**src/rtl/axis_if.sv**
```systemverilog
// AXI4-Stream style valid/ready/data bundle shared by the averager's input and output streams.
// The master drives valid and data; the slave answers with ready.
interface axis_if #(
    parameter int DATA_W = 16
) ();
    logic                     tvalid;
    logic                     tready;
    logic signed [DATA_W-1:0] tdata;

    modport master (output tvalid, output tdata, input  tready);
    modport slave  (input  tvalid, input  tdata, output tready);
endinterface : axis_if

```
**src/rtl/axis_decimating_averager.sv**
```systemverilog
// Decimating block averager: emits the signed mean of every 2^R accepted samples, R latched per block.
// Define AXIS_DECIMATING_AVERAGER_ROUNDING_EN for round-half-up; default is floor (plain arithmetic shift).
module axis_decimating_averager #(
    parameter int AXIS_TDATA_WIDTH = 16,
    parameter int MAX_LOG2_RATE    = 10
) (
    input  logic       aclk,
    input  logic       aresetn,
    input  logic [3:0] log2_rate,
    axis_if.slave      S_AXIS,
    axis_if.master     M_AXIS
);

    localparam int         DATA_W   = AXIS_TDATA_WIDTH;
    // The full-scale sum of 2^MAX_LOG2_RATE samples fits exactly in DATA_W+MAX_LOG2_RATE bits.
    localparam int         ACC_W    = AXIS_TDATA_WIDTH + MAX_LOG2_RATE;
    localparam int         CNT_W    = MAX_LOG2_RATE + 1;
    localparam logic [3:0] MAX_RATE = 4'(MAX_LOG2_RATE);

    // Block state
    logic signed [ACC_W-1:0]  acc_q, acc_d;
    logic        [CNT_W-1:0]  cnt_q, cnt_d;
    logic        [3:0]        rate_q, rate_d;

    // Output register
    logic                     m_valid_q, m_valid_d;
    logic signed [DATA_W-1:0] m_data_q, m_data_d;

    // Datapath helpers
    logic        [3:0]        rate_in;
    logic        [3:0]        rate_cur;
    logic        [CNT_W-1:0]  last_cnt;
    logic                     is_final;
    logic                     s_ready;
    logic                     accept;
    logic signed [ACC_W-1:0]  sample_ext;
    logic signed [ACC_W-1:0]  sum;
    logic signed [ACC_W-1:0]  rounded;
    logic signed [ACC_W-1:0]  avg;

    // NOTE: every variable written here gets a default first, so no path leaves a latch behind.
    always_comb begin
        rate_in  = (log2_rate > MAX_RATE) ? MAX_RATE : log2_rate;
        // An empty block takes the live rate, since that is the value it latches on acceptance.
        rate_cur = (cnt_q == '0) ? rate_in : rate_q;
        last_cnt = (CNT_W'(1) << rate_cur) - CNT_W'(1);
        is_final = (cnt_q == last_cnt);

        s_ready  = !(aresetn && m_valid_q && !M_AXIS.tready && is_final);
        accept   = S_AXIS.tvalid && s_ready;

        sample_ext = {{MAX_LOG2_RATE{S_AXIS.tdata[DATA_W-1]}}, S_AXIS.tdata};
        sum        = acc_q + sample_ext;
`ifdef AXIS_DECIMATING_AVERAGER_ROUNDING_EN
        rounded    = (rate_cur == 4'd0) ? sum : sum + (ACC_W'(1) << (rate_cur - 4'd1));
`else
        rounded    = sum;
`endif
        avg        = rounded >>> rate_cur;

        acc_d     = acc_q;
        cnt_d     = cnt_q;
        rate_d    = rate_q;
        m_valid_d = m_valid_q;
        m_data_d  = m_data_q;

        if (m_valid_q && M_AXIS.tready) begin
            m_valid_d = 1'b0;
        end

        if (accept) begin
            if (cnt_q == '0) begin
                rate_d = rate_in;
            end
            if (is_final) begin
                m_data_d  = avg[DATA_W-1:0];
                m_valid_d = 1'b1;
                acc_d     = '0;
                cnt_d     = '0;
            end else begin
                acc_d = sum;
                cnt_d = cnt_q + CNT_W'(1);
            end
        end
    end

    // NOTE: state registers use non-blocking assignments so every flop samples pre-edge values.
    always_ff @(posedge aclk) begin
        if (!aresetn) begin
            acc_q     <= '0;
            cnt_q     <= '0;
            rate_q    <= '0;
            m_valid_q <= 1'b0;
            m_data_q  <= '0;
        end else begin
            acc_q     <= acc_d;
            cnt_q     <= cnt_d;
            rate_q    <= rate_d;
            m_valid_q <= m_valid_d;
            m_data_q  <= m_data_d;
        end
    end

    assign S_AXIS.tready = s_ready;
    assign M_AXIS.tvalid = m_valid_q;
    assign M_AXIS.tdata  = m_data_q;

endmodule : axis_decimating_averager

```
**src/flat_wrapper.sv**
```systemverilog
// flat-port wrapper written by rule: the top's interface ports become plain ports
module axis_decimating_averager_flat 
#(
    parameter int AXIS_TDATA_WIDTH = 16,
    parameter int MAX_LOG2_RATE    = 10
)
  (aclk, aresetn, log2_rate, S_AXIS_tvalid, S_AXIS_tdata, S_AXIS_tready, M_AXIS_tvalid, M_AXIS_tdata, M_AXIS_tready);
  axis_if #(.DATA_W(16)) S_AXIS_i ();
  axis_if #(.DATA_W(16)) M_AXIS_i ();
  input  logic aclk;
  input  logic aresetn;
  input  logic [3:0] log2_rate;
  input wire logic [$bits(S_AXIS_i.tvalid)-1:0] S_AXIS_tvalid;
  input wire logic [$bits(S_AXIS_i.tdata)-1:0] S_AXIS_tdata;
  output wire logic [$bits(S_AXIS_i.tready)-1:0] S_AXIS_tready;
  output wire logic [$bits(M_AXIS_i.tvalid)-1:0] M_AXIS_tvalid;
  output wire logic [$bits(M_AXIS_i.tdata)-1:0] M_AXIS_tdata;
  input wire logic [$bits(M_AXIS_i.tready)-1:0] M_AXIS_tready;
  assign S_AXIS_i.tvalid = S_AXIS_tvalid;
  assign S_AXIS_i.tdata = S_AXIS_tdata;
  assign S_AXIS_tready = S_AXIS_i.tready;
  assign M_AXIS_tvalid = M_AXIS_i.tvalid;
  assign M_AXIS_tdata = M_AXIS_i.tdata;
  assign M_AXIS_i.tready = M_AXIS_tready;
  axis_decimating_averager #(.AXIS_TDATA_WIDTH(AXIS_TDATA_WIDTH), .MAX_LOG2_RATE(MAX_LOG2_RATE)) u_core (.aclk(aclk), .aresetn(aresetn), .log2_rate(log2_rate), .S_AXIS(S_AXIS_i), .M_AXIS(M_AXIS_i));
endmodule
```
**config.mk**
```make
export PLATFORM = sky130hd
export DESIGN_NAME = axis_decimating_averager_flat
export DESIGN_NICKNAME = d
export VERILOG_FILES = /design/src/rtl/axis_if.sv /design/src/rtl/axis_decimating_averager.sv /design/src/flat_wrapper.sv
export SDC_FILE = /design/constraint.sdc
export NUM_CORES = 1
export LEC_CHECK = 0
export ABC_AREA = 1
export ABC_CLOCK_PERIOD_IN_PS = 6100
export BUFFER_PORTS_ARGS = -buffer_cell sky130_fd_sc_hd__buf_2
export CORE_MARGIN = 8
export CORE_UTILIZATION = 36
export CTS_CLUSTER_DIAMETER = 30
export DETAILED_ROUTE_END_ITERATION = 7
export SETUP_SLACK_MARGIN = 0.2
export SLEW_MARGIN = 20
export SYNTH_ARGS = -nofsm -noshare
export SYNTH_HDL_FRONTEND = slang
export SYNTH_SLANG_ARGS = --single-unit
```
**constraint.sdc**
```tcl
create_clock -name aclk -period 6.1 [get_ports aclk]
set_clock_uncertainty 0.15 [all_clocks]
set_input_delay 0.61 -clock aclk [delete_from_list [all_inputs] [get_ports aclk]]
set_output_delay 0.61 -clock aclk [all_outputs]
set_load 0.02 [all_outputs]
```
==> metrics.log <==
[metrics] status: finished clean
[metrics] number of nets in the layout: 1063
[metrics] leading cell type in the layout, fill and taps excluded: sky130_fd_sc_hd__nand2_1
[metrics] M1 wire length: 8570 um
[metrics] Cell variety after synth: 46
[metrics] setup repair after global routing missed its margin: false
[metrics] TritonRoute pass-1 iters: 7
[metrics] number of antenna repair diodes: 0
[metrics] first-pass GRT wire length: 30000 um
[metrics] P&R area growth vs syn: 11.6%
[metrics] placeable core area: 15300 um^2
[metrics] number of cell rows: 45
[metrics] final WL: approximately 18000 um
[metrics] clock period minus final worst setup slack: 4.89 ns
[metrics] post-place instance area: 5970 um^2
[metrics] Final Slew Violations: 0
[metrics] via count of the first global-routing pass: 5956
[metrics] kind of end point of the critical path: flop
[metrics] clock sink count: 58
[metrics] HP Class: reg -> reg
[metrics] clock tree from TritonCTS: yes
[metrics] met2 wire length: 8540 um
[metrics] Inserted Clock Buffers: 9
[metrics] via count: about 6.4k
[metrics] number of antenna violations at the first check in global routing: 0
[metrics] # hold bufs at CTS: 0
[metrics] Congestion Overflow GR: 0
[metrics] Net Count, Synth: 1039
[metrics] worst hold slack across all endpoints: 0.306 ns
[metrics] vertical extent of the die: 141 um
[metrics] synthesized area per cell: 5.72 um^2
[metrics] Final Worst Setup Slack: 1.21 ns
[metrics] leakage power: roughly 3.2 nW
[metrics] Die Wd: 141 um
[metrics] worst slew pin tran: 0.959 ns
[metrics] first-iteration detailed-routing DRC count: approximately 530
[metrics] fillers: 1678
[metrics] Worst Setup Path Type: reg -> reg
[metrics] later-pin clock latency in the skew report: around 0.33 ns
[metrics] Clk pin slew, worst setup/hold paths: 0.05 ns
[metrics] total DRC errors in the routed layout: 0
[metrics] post-detail-place hpwl: 14600 um
[metrics] number of maximum-capacitance violations: 0
[metrics] Max Clk Rate: between 200 and 250 MHz
[metrics] DR top layer: met4
[metrics] minimum setup slack after placement: 1.26 ns
[metrics] input/output buffers: 41
[metrics] Pwr per Cell Area: 270 nW/um^2
[metrics] number of placed I/O pins: 42
[metrics] number of warnings printed during yosys synthesis: 0
[metrics] final-report setup violation count: 0
[metrics] via/cell ratio: 5.20
[metrics] predominant post-synthesis flop cell: sky130_fd_sc_hd__dfxtp_1
[metrics] remaining antenna violation count: 0
[metrics] Crit path required time: slightly above 6 ns
[metrics] final weighted congestion in routability-driven placement: 0.953
[metrics] maximum fanout encountered on the critical timing path: 43
[metrics] Post-synth ARST share: 0%
[metrics] number of buffers on the longest clock path: 2
[metrics] number of gates resized after cts: 0
[metrics] finished layout cell area: 6290 um^2
[metrics] flops & latches, synth: just under 60
[metrics] critical path data arrival time: 5.01 ns
[metrics] maximum number of pins on one net before global-route repair: between 40 and 50
[metrics] period utilisation layout: 80.1%
[metrics] number of cells produced by synthesis: 986
[metrics] GRT Resource Usage Total: about 19%
[metrics] sequential cell area fraction in the yosys report: 20.6%
[metrics] routed wirelength normalized by instance count: roughly 15 um
[metrics] slew margin rel.: 35.9%
[metrics] highest-count cells in the layout ignoring fill and taps: sky130_fd_sc_hd__nand2_1 (258), sky130_fd_sc_hd__nor2_1 (154), sky130_fd_sc_hd__nand3_1 (145)
[metrics] number of synthesized flops with an enable pin: 0
[metrics] Post-CTS Setup Inserts: 0
[metrics] Detail Route met3 WL: 867 um
[metrics] number of H-tree levels: 3
[metrics] Initial Util: 36.9%
[metrics] Max VDD drop: 0.149 mV
[metrics] number of endpoints with negative hold slack in the final report: 0
[metrics] Die Area: about 20000 um^2
[metrics] summed negative setup slack over all endpoints: 0 ns
[metrics] summed instance area of the synthesized netlist: 5640 um^2
[metrics] Critical Path Start Type: flop
[metrics] cell chosen for the clock root: sky130_fd_sc_hd__clkbuf_16
[metrics] share of final-layout standard cells stronger than drive strength 1: around 8.2%
-- registers in the layout (all words and copies together) (netlist names) --
signal                flops
u_core.M_AXIS.tdata      16
u_core.M_AXIS.tvalid      1
u_core.acc_q             26
u_core.cnt_q             11
u_core.rate_q             4
-- layout make-up --
class	count	area [um^2]	area share, %
flip-flops and latches	58	1160	18.5
inverters	96	363	5.77
multi-input cells	802	3960	63.0
clock inverters	5	77.6	1.23
clock buffers	11	243	3.86
repair buffers	43	220	3.50
well taps	211	264	4.20
-- worst max-delay path, cell delays in order, from the launching register on --
cell,delay [ns]
sky130_fd_sc_hd__dfxtp_1,0.36
sky130_fd_sc_hd__inv_1,0.13
sky130_fd_sc_hd__ha_1,0.19
sky130_fd_sc_hd__nand2_1,0.08
sky130_fd_sc_hd__nor2_2,0.17
sky130_fd_sc_hd__nand2_1,0.09
sky130_fd_sc_hd__nand2_1,0.07
sky130_fd_sc_hd__nand2_1,0.54
sky130_fd_sc_hd__nor2_2,0.49
sky130_fd_sc_hd__nand2_1,0.13
sky130_fd_sc_hd__ha_1,0.32
sky130_fd_sc_hd__xor2_1,0.18
sky130_fd_sc_hd__nand3_1,0.13
sky130_fd_sc_hd__nor2_1,0.13
sky130_fd_sc_hd__nand2_1,0.06
sky130_fd_sc_hd__nor2_1,0.08
sky130_fd_sc_hd__nand2_1,0.09
sky130_fd_sc_hd__nor2_4,0.14
sky130_fd_sc_hd__nand3_4,0.12
sky130_fd_sc_hd__nand2_4,0.38
sky130_fd_sc_hd__inv_4,0.28
sky130_fd_sc_hd__nand2_1,0.29
sky130_fd_sc_hd__nor2_1,0.07
sky130_fd_sc_hd__nor2_1,0.09
-- kinds of logic after synthesis --
kind of cell	synth area share, %
AOI/OAI and AO/OA	10.8
buffers and inverters	9.12
DFF	20.6
xor gates and xnor gates	2.80
and+or+nand+nor	49.9
muxes	0.178
adders and majority gates	6.57
-- power by group --
group          internal (W)  switching, W  leakage, nW
combinational      0.000231      0.000499         2.58
sequential         0.000402     0.0000165        0.475
clock              0.000367      0.000186        0.156
-- final timing paths --
path | startpoint | to | slack, ns | cells after the start
setup reg to reg | u_core.cnt_q[0] | u_core.M_AXIS.tdata[4] | 1.21 | 23
hold reg to reg | u_core.rate_q[2] | u_core.rate_q[2] | 0.31 | 2
setup / recovery | u_core.cnt_q[0] | u_core.M_AXIS.tdata[4] | 1.21 | 23
hold / removal | u_core.rate_q[2] | u_core.rate_q[2] | 0.31 | 2
-- routing by layer --
layer | GRT usage, % | vias up
li1 | - | 3300
met5 | 0 | -
met1 | 23.9 | 2867
met3 | 3.44 | 29
met4 | 6.33 | 0
met2 | 30.5 | 178
-- synth_stat cells (all sizes together), types with 7 or more instances --
cell type | count | area share (%)
o211ai | 7 | 0.93
buf | 19 | 2.0
o21ai | 50 | 4.4
clkbuf | 11 | 0.73
a21oi | 39 | 3.5
nand4 | 19 | 2.2
nand2 | 263 | 18
xor2 | 15 | 2.3
nor3 | 41 | 3.7
nand3 | 147 | 13
ha | 28 | 6.2
nor2 | 161 | 11
inv | 96 | 6.4
dfxtp | 58 | 21
-- per-stage QoR --
stage	power [W]	util [%]	instances
finish	0.00170	41.2	1226
detailed placement	0.00115	39.1	1210
CTS	0.00170	41.2	1226
global route	0.00183	41.2	1226
global placement	0.00115	39.1	1210
floorplan	0.000975	-	986
(Power assumes the default switching activity.)
